## config.mk

```make
export PLATFORM = sky130hd
export DESIGN_NAME = ddr_multi_channel_arb
export DESIGN_NICKNAME = d
export VERILOG_FILES = /design/src/rtl/ddr_multi_channel_arb.sv
export SDC_FILE = /design/constraint.sdc
export NUM_CORES = 1
export LEC_CHECK = 0
export ABC_AREA = 1
export CELL_PAD_IN_SITES_DETAIL_PLACEMENT = 0
export CELL_PAD_IN_SITES_GLOBAL_PLACEMENT = 1
export CORE_AREA = 5 5 680 682
export CTS_CLUSTER_DIAMETER = 100
export DETAILED_ROUTE_END_ITERATION = 16
export DIE_AREA = 0 0 685 687
export HOLD_SLACK_MARGIN = 0.05
export PLACE_DENSITY_LB_ADDON = 0.1
export SYNTH_ARGS = -nofsm -noshare
export SYNTH_HDL_FRONTEND = slang
export SYNTH_SLANG_ARGS = --single-unit
export TNS_END_PERCENT = 100
```

## constraint.sdc

```tcl
create_clock -name clock -period 4.6 [get_ports clock]
set_input_delay 0.92 -clock clock [delete_from_list [all_inputs] [get_ports clock]]
set_output_delay 0.92 -clock clock [all_outputs]
set_load 0.1 [all_outputs]
```

## src/rtl/ddr_multi_channel_arb.sv

```systemverilog
// ddr_multi_channel_arb: arbitrates NUM_CH requesters onto one DDR port, one operation outstanding at a time.
// Ports: clock/reset_n (async, active-low); req_* per-channel request bundle with one-hot req_ready;
// rsp_done per-channel completion pulse with registered rsp_read_data/rsp_burst_data;
// redirect_valid drops reads of FLUSH_MASK channels; ddr_* drive and observe the DDR port; arb_busy = not idle.
module ddr_multi_channel_arb #(
    parameter int NUM_CH = 3,
    parameter int IDX_W = 19,
    parameter int DATA_W = 64,
    parameter int BURST_W = 512,
    parameter int ARB_MODE = 0,
    parameter logic [NUM_CH-1:0] FLUSH_MASK = 'b1
) (
    input  logic                     clock,
    input  logic                     reset_n,
    input  logic [NUM_CH-1:0]        req_valid,
    output logic [NUM_CH-1:0]        req_ready,
    input  logic [NUM_CH*IDX_W-1:0]  req_index,
    input  logic [NUM_CH-1:0]        req_write,
    input  logic [NUM_CH-1:0]        req_burst,
    input  logic [NUM_CH*DATA_W-1:0] req_write_mask,
    input  logic [NUM_CH*DATA_W-1:0] req_write_data,
    output logic [NUM_CH-1:0]        rsp_done,
    output logic [DATA_W-1:0]        rsp_read_data,
    output logic [BURST_W-1:0]       rsp_burst_data,
    input  logic                     redirect_valid,
    output logic                     ddr_chip_enable,
    output logic [IDX_W-1:0]         ddr_index,
    output logic                     ddr_write_enable,
    output logic                     ddr_burst_mode,
    output logic [DATA_W-1:0]        ddr_opstore_write_mask,
    output logic [DATA_W-1:0]        ddr_opstore_write_data,
    input  logic [DATA_W-1:0]        ddr_opload_read_data,
    input  logic [BURST_W-1:0]       ddr_pc_read_inst,
    input  logic                     ddr_operation_done,
    input  logic                     ddr_ready,
    output logic                     arb_busy
);
    localparam int PW = (NUM_CH > 1) ? $clog2(NUM_CH) : 1;

    typedef enum logic [1:0] {IDLE, ISSUE, WAIT} state_t;

    state_t              state;
    logic [PW-1:0]       rr_ptr;
    logic [PW-1:0]       owner;
    logic [PW-1:0]       gnt;
    logic                found;
    logic                drop;
    logic                lat_write;
    logic                lat_burst;
    logic [IDX_W-1:0]    lat_index;
    logic [DATA_W-1:0]   lat_mask;
    logic [DATA_W-1:0]   lat_data;
    logic [NUM_CH-1:0]   elig;
    logic                flush;
    logic                active;
    int                  c;

    assign elig   = req_valid & ~(FLUSH_MASK & {NUM_CH{redirect_valid}});
    // the latched operation is a read on a flushable channel and a redirect is present
    assign flush  = redirect_valid & FLUSH_MASK[owner] & ~lat_write;
    assign active = state != IDLE;

    // round-robin scans upward from rr_ptr with wrap; fixed priority scans from channel 0
    always_comb begin
        found = 1'b0;
        gnt = '0;
        c = 0;
        for (int k = 0; k < NUM_CH; k++) begin
            c = (ARB_MODE != 0) ? k : (int'(rr_ptr) + k) % NUM_CH;
            if (!found && elig[PW'(c)]) begin
                found = 1'b1;
                gnt = PW'(c);
            end
        end
    end

    assign req_ready              = (reset_n && state == IDLE && found) ? NUM_CH'(1) << gnt : '0;
    assign ddr_chip_enable        = state == ISSUE && ddr_ready && !flush;
    assign ddr_index              = active ? lat_index : '0;
    assign ddr_write_enable       = active & lat_write;
    assign ddr_burst_mode         = active & lat_burst;
    assign ddr_opstore_write_mask = active ? lat_mask : '0;
    assign ddr_opstore_write_data = active ? lat_data : '0;
    assign arb_busy               = active;

    always_ff @(posedge clock or negedge reset_n) begin
        if (!reset_n) begin
            state <= IDLE;
            rr_ptr <= '0;
            owner <= '0;
            drop <= 1'b0;
            lat_write <= 1'b0;
            lat_burst <= 1'b0;
            lat_index <= '0;
            lat_mask <= '0;
            lat_data <= '0;
            rsp_done <= '0;
            rsp_read_data <= '0;
            rsp_burst_data <= '0;
        end else begin
            rsp_done <= '0;
            case (state)
                IDLE: if (found) begin
                    lat_index <= req_index[gnt*IDX_W +: IDX_W];
                    lat_write <= req_write[gnt];
                    lat_burst <= req_burst[gnt];
                    lat_mask <= req_write_mask[gnt*DATA_W +: DATA_W];
                    lat_data <= req_write_data[gnt*DATA_W +: DATA_W];
                    owner <= gnt;
                    drop <= 1'b0;
                    state <= ISSUE;
                    if (ARB_MODE == 0) rr_ptr <= (gnt == PW'(NUM_CH - 1)) ? '0 : gnt + 1'b1;
                end
                ISSUE: state <= flush ? IDLE : ddr_ready ? WAIT : ISSUE;
                WAIT: if (ddr_operation_done) begin
                    rsp_read_data <= ddr_opload_read_data;
                    rsp_burst_data <= ddr_pc_read_inst;
                    rsp_done <= (drop || flush) ? '0 : NUM_CH'(1) << owner;
                    drop <= 1'b0;
                    state <= IDLE;
                end else if (flush) begin
                    drop <= 1'b1;
                end
                default: state <= IDLE;
            endcase
        end
    end
endmodule

```

==> results of run 1 <==
registers in the layout, indices dropped and copies added (netlist names):
signal          cells
rsp_burst_data    512
lat_data           64
lat_mask           64
rsp_read_data      64
lat_index          19
rsp_done            3
owner               2
rr_ptr              2
state               2
drop                1
lat_burst           1
lat_write           1
how the worst min path moves through the flow:
| stage | end | slack, ps | cells past startpoint |
|---|---|---|---|
| detailed placement | rsp_burst_data[426]$_DFFE_PN0P_ | 460 | 2 |
| global placement | rsp_burst_data[312]$_DFFE_PN0P_ | 460 | 2 |
| CTS | lat_mask[20]$_DFFE_PN0P_ | 470 | 2 |
| finish | rsp_burst_data[328]$_DFFE_PN0P_ | 470 | 2 |
| floorplan | rsp_done[1]$_DFF_PN0_ | 420 | 1 |
| global route | rsp_burst_data[328]$_DFFE_PN0P_ | 490 | 2 |
final cells by class:
class                           instances  area (sq um)  share of cell area [%]
Clock inverter                         22           265                   0.438
Tap cell                             6000          7510                    12.4
Sequential cell                       735         18400                    30.4
Clock buffer                          203          3970                    6.55
Antenna cell                           51           128                   0.211
Inverter                              169           652                    1.08
Multi-Input combinational cell       2987         11900                    19.6
Timing Repair Buffer                 1830         17800                    29.4
per-stage QoR:
step           setup slack (ps)  utilization, %  cell area (sq um)  hold WS, ps
6_report                    424            13.3              60600          474
3_3_place_gp                603            12.3              56200          462
3_5_place_dp                641            12.3              56200          464
5_1_grt                     255            13.3              60400          486
4_1_cts                     348            13.3              60400          467
2_1_floorplan               403               -              31800          424
worst register-to-register path: stages (launching register included):
cell and delay (ps):
dfrtp_1 390, inv_1 100, ha_1 380, inv_2 80, nand3_1 100, a21boi_1 300, nand4_1 270, nand2_8 210
buf_12 270, buf_4 800, nand2_1 160, nand2_1 90, nand2_1 50, nand3_1 90
layer usage:
| metal | wire [um] | global-route usage, % | vias up | part of all wire (%) |
|---|---|---|---|---|
| met1 | 112000 | 13.1 | 17192 | 34 |
| li1 | - | - | 16170 | - |
| met4 | 6640 | 2.39 | 200 | 2.0 |
| met2 | 180000 | 26.4 | 1426 | 54 |
| met3 | 33000 | 6.28 | 550 | 9.9 |
| met5 | 1290 | 0 | - | 0.39 |
kinds of logic after synthesis:
| family | after synthesis | synth area share (%) |
|---|---|---|
| and+or+nand+nor | 2832 | 34.5 |
| DFF | 735 | 57.8 |
| buffers and inverters | 415 | 5.13 |
| AOI/OAI and AO/OA | 151 | 2.40 |
| adders and majority gates | 4 | 0.157 |
cell usage in the layout, fill, tap and decap left out, drive strengths merged, types with 2 or more instances in the layout:
master	n
ha	4
nand4	2
clkinvlp	4
buf	380
nand2	2357
a21oi	143
dfrtp	735
diode	51
nor3	4
nor2	227
nand3	238
clkbuf	203
nor4	2
bufinv	4
o21ai	5
inv	174
clkdlybuf4s50	1449
clkinv	9
repair_timing:
item | in CTS | in global routing
endpoints found under the hold margin | 26 | 0
buffers inserted | 0 | 0
hold buffers | 1 | 0
gates resized for setup | 0 | 0
==> impl_results.md, run 1 <==
* GR Util All Layers at 13.6%
* Post-Syn Instances at 4,137
* Pre-antenna DRT Iters at 5
* GPL Wtd Cong at 0.796
* Worst EP required at 3680 ps
* HPWL Detailed at 271,000 um
* Worst Path Arrival at 3260 ps
* Fin crit share at 90.8%
* Initial core utilization at 6.99%
* Final Critical Period at 4180 ps
* Num CTS Buffers at 134
* Count leader, synth: nand2_1
* Nets at 6,892
* Mapped cell area at 31,800 sq um
* RSZ-0062 raised after global routing: false
* Syn Area/Cell at 7.69 sq um
* Worst flop-to-flop path startpoint: rr_ptr[0]$_DFFE_PN0P_
* TritonCTS clock tree: yes
* Critical path startpoint category: register
* CP max stage cell: clkdlybuf4s50_1
* Row count at 248
* Core area at 455,000 sq um
* Initial DRC Count at 1,599
* Die Area at 471,000 sq um
* Max clock buf depth at 4
* Layout cells sized above 1 at 9.79%
* Yosys top cell area share at 57.8%
* Flops & latches, synth at 735
* Layout area overhead at 90.4%
* Ys async rst share at 100%
* Routed length per instance at 27.7 um
* Outcome: finished clean
* Worst Path Buf+Inv at 2
* R2R depth at 13
* Hold Startpoint: rsp_burst_data[328]$_DFFE_PN0P_
* F_max at 239 MHz
* Post-route DRC violation count at 0
* Critical path destination: ddr_opstore_write_mask[39]
* Die Width at 685 um
* Total Neg Setup Slack at 0 ps
* # setup viols final at 0
* Max cap viols at 0
* Reg2reg setup slack at 1240 ps
* Root Driver: clkbuf_16
* Crit. Startpoint: state[0]$_DFFE_PN0P_
* CP Class: reg2out
* Clock slew at reported path FFs at 50 ps
* Clock latency on the worst-skew pair at 810 ps
* Cell family with most CP delay: buffers and inverters
* Top_reg_cell synth: dfrtp_1
* Worst slew pin tran at 1260 ps
* RR Endpoint: lat_mask[28]$_DFFE_PN0P_
* H-tree levels at 4
* IO Pins at 1,764
* Buffers on Ports at 1,763
* Worst slew margin at 15.7%
* Worst Skew at 46.7 ps
* Antenna-violating nets left at 0
* Endpoints failing hold at 0
* Crit path capture type: primary output
* Synth area leader: dfrtp_1
* # fillers at 52,160
* Area contributors post-synth: dfrtp_1, nand2_1, nand3_1, nor2_1, a21oi_1
* Synth cell count leaders: nand2_1, dfrtp_1, nand3_1, nor2_1, clkbuf_1
* Remaining global-route overflow at 0
* First-pass GRT wire length at 423,000 um
* Layout Cells excl Fill at 11,997
* Sequential area share after synthesis at 57.8%
* Max Slew Vio Count at 0
* Yosys cell types at 25
* Critical Path Max Stage Delay at 1290 ps
* Min-Delay Path Class: reg2reg
* Drt total wl at 333,000 um
* Largest net degree at the start of global routing at 140
* Post-synth EDFFs at 0
* Total clock sinks at 735
* Via-per-instance ratio at 2.96
* Number of global-route vias before repair at 37,590
* Vias at 35,538
* DIE HEIGHT at 687 um
* Post-Syn Nets at 5,172
* Crit Path Max Fanout at 61
* YS warnings at 0
* Initial antenna violation count at 273
* Dpl cells at 11,720
* Total stage count of the critical path at 4
* Crit path cell chain: nor2_4 -> buf_12 -> nor2_1 -> clkdlybuf4s50_1
Power of run 1 is not shown: default switching activity piles up to over one toggle a cycle in this logic, so the estimate is an artifact.
==> run 2, diff against run 1 <==
Settings changed: PLACE_DENSITY_LB_ADDON 0.1 to 0.08.
==> run 2 against run 1 <==
  * Via count down 0.69%
  * Critical path depth did not move
  * Maximum frequency barely moved
  * Non-clock buffer count fell by 4
==> impl_results.md, run 2 (same netlist as run 1, synthesis figures left out) <==
* Layout cells sized above 1 at 8.59% (-1.2 points)
* Vias at 35,292 (-0.69%)
* Worst slew pin tran at 1260 ps (+1.47 ps)
* WHS Endpoint: rsp_done[2]$_DFF_PN0_
* Most common cell after layout, fill and taps aside: nand2_1
* Die Area at 471,000 sq um (unchanged)
* Antenna-violating nets left at 0 (unchanged)
* Layout area overhead at 91.7%
* Outcome: finished clean
* IO Pins at 1,764 (unchanged)
* Largest register FFs at 512 (unchanged)
* GPL Wtd Cong at 0.839 (+5.4%)
* R2R depth at 12 (-1)
* Total clock sinks at 735 (unchanged)
* Initial antenna violation count at 278 (+1.8%)
* Via-per-instance ratio at 2.94 (-0.81%)
* Worst Setup Slack, final at 422 ps (-1.61 ps)
* Final Critical Period at 4180 ps (+1.61 ps)
* Max clock buf depth at 4 (unchanged)
* Setup Buffers After CTS at 0 (unchanged)
* # setup viols final at 0 (unchanged)
* Pre-antenna DRT Iters at 7 (+2)
* Reg with most FFs: rsp_burst_data
* Hold Startpoint: owner[0]$_DFFE_PN0P_
* HPWL Detailed at 265,000 um (-2.3%)
* Worst flop-to-flop path startpoint: rr_ptr[0]$_DFFE_PN0P_
* GR Util All Layers at 13.5% (-0.10 points)
* Final Cell Area at 61,000 sq um (+0.67%)
* Place WS at 606 ps (-34.6 ps)
* Routed length per instance at 27.5 um (-0.74%)
* Row count at 248 (unchanged)
* Most frequent cells in the layout: nand2_1, clkdlybuf4s50_1, dfrtp_1
* Min-Delay Path Class: reg2reg
* Max Slew Vio Count at 0 (unchanged)
* Core area at 455,000 sq um (unchanged)
* Post-DP Area at 56,300 sq um (+0.24%)
* Root Driver: clkbuf_16
* Drt total wl at 331,000 um (-0.63%)
* Initial DRC Count at 1,633 (+2.1%)
* Worst Skew at 52.6 ps (+5.89 ps)
* First-pass GRT wire length at 420,000 um (-0.70%)
* RSZ-0062 raised after global routing: false
* Total Neg Setup Slack at 0 ps (unchanged)
* Hold path depth at 1 (-1)
* F_max at 239 MHz (about the same)
* Number of global-route vias before repair at 37,620 (+0.080%)
* Initial core utilization at 6.99% (unchanged)
* Num CTS Buffers at 140 (+4.5%)
* Post-route DRC violation count at 0 (unchanged)
* DIE HEIGHT at 687 um (unchanged)
* Die Width at 685 um (unchanged)
* Worst Path Arrival at 3260 ps (about the same)
* Buffers on Ports at 1,763 (unchanged)
* Fin crit share at 90.8% (about the same)
* Remaining global-route overflow at 0 (unchanged)
* Endpoints failing hold at 0 (unchanged)
* Nets at 6,894 (+0.029%)
* Max cap viols at 0 (unchanged)
* Crit path capture type: primary output
* Reg2reg setup slack at 1270 ps (+30 ps)
* Clock slew at reported path FFs at 60 ps (about the same)
* Largest net degree at the start of global routing at 138 (-1.4%)
* TritonCTS clock tree: yes
* H-tree levels at 4 (unchanged)
* Clock latency on the worst-skew pair at 830 ps (+20 ps)
* Worst slew margin at 15.6% (-0.098 points)
* CP Class: reg2out
* Worst EP required at 3680 ps (about the same)
* Crit Path Max Fanout at 48 (-21%)
* RR Endpoint: lat_index[14]$_DFFE_PN0P_
* Critical path startpoint category: register
-- run 2: changes by cell type in the layout (fill, tap and decap cells not counted), sizes merged, moves of 3 or more --
| cell | delta |
|---|---|
| clkbuf | +13 |
| diode | -3 |
| clkinv | +8 |
| clkdlybuf4s50 | +84 |
| buf | -88 |
-- run 2: layout make-up --
class	instances	area [sq um]
fill	52234	394000
sequential	735	18400
timing repair buffer	1826	17900
multi-input combinational	2987	11900
tap	6000	7510
clock buffer	216	4170
inverter	169	652
clock inverter	30	338
antenna	48	120
-- run 2: how the worst max path moves through the flow --
stage,start,end,slack [ps]
finish,state[0]$_DFFE_PN0P_,ddr_opstore_write_mask[51],420
global route,state[0]$_DFFE_PN0P_,ddr_opstore_write_data[57],210
CTS,state[0]$_DFFE_PN0P_,ddr_opstore_write_data[57],150
detailed placement,req_valid[1],lat_index[10]$_DFFE_PN0P_,610
global placement,req_valid[1],lat_mask[52]$_DFFE_PN0P_,490
floorplan,redirect_valid,req_ready[1],400
-- run 2: per-layer routing --
metal / part of all wire, % / track usage [%]
met1: 33 / 12.8
met2: 54 / 26.0
met3: 11 / 6.81
met4: 1.8 / 2.33
met5: 0.45 / 0
-- run 2: what timing repair did --
action	in CTS	in global routing
gates resized for setup	0	0
hold buffers	1	0
endpoints found under the hold margin	11	0
endpoints found under the setup margin	0	0
-- run 2: metrics by stage --
stage,util (%),instances,hold slack [ps]
finish,13.4,12011,472
detailed placement,12.4,11716,464
global route,13.4,11971,485
CTS,13.4,11963,423
global placement,12.4,11716,462
floorplan,-,4137,424
-- run 2: critical path, stage by stage (launching register included) --
cell	delay, ps
dfrtp_1	450
nor2_4	420
buf_12	310
nor2_1	90
clkdlybuf4s50_1	1130
Power of run 2 is left out for the same reason.
==> run 3, diff against run 2 <==
Settings changed: SLEW_MARGIN set to 5.
==> results of run 3 <==
Same layout as run 2: the final DEF is identical, and so are final timing and power.
Power of run 3 is left out for the same reason.
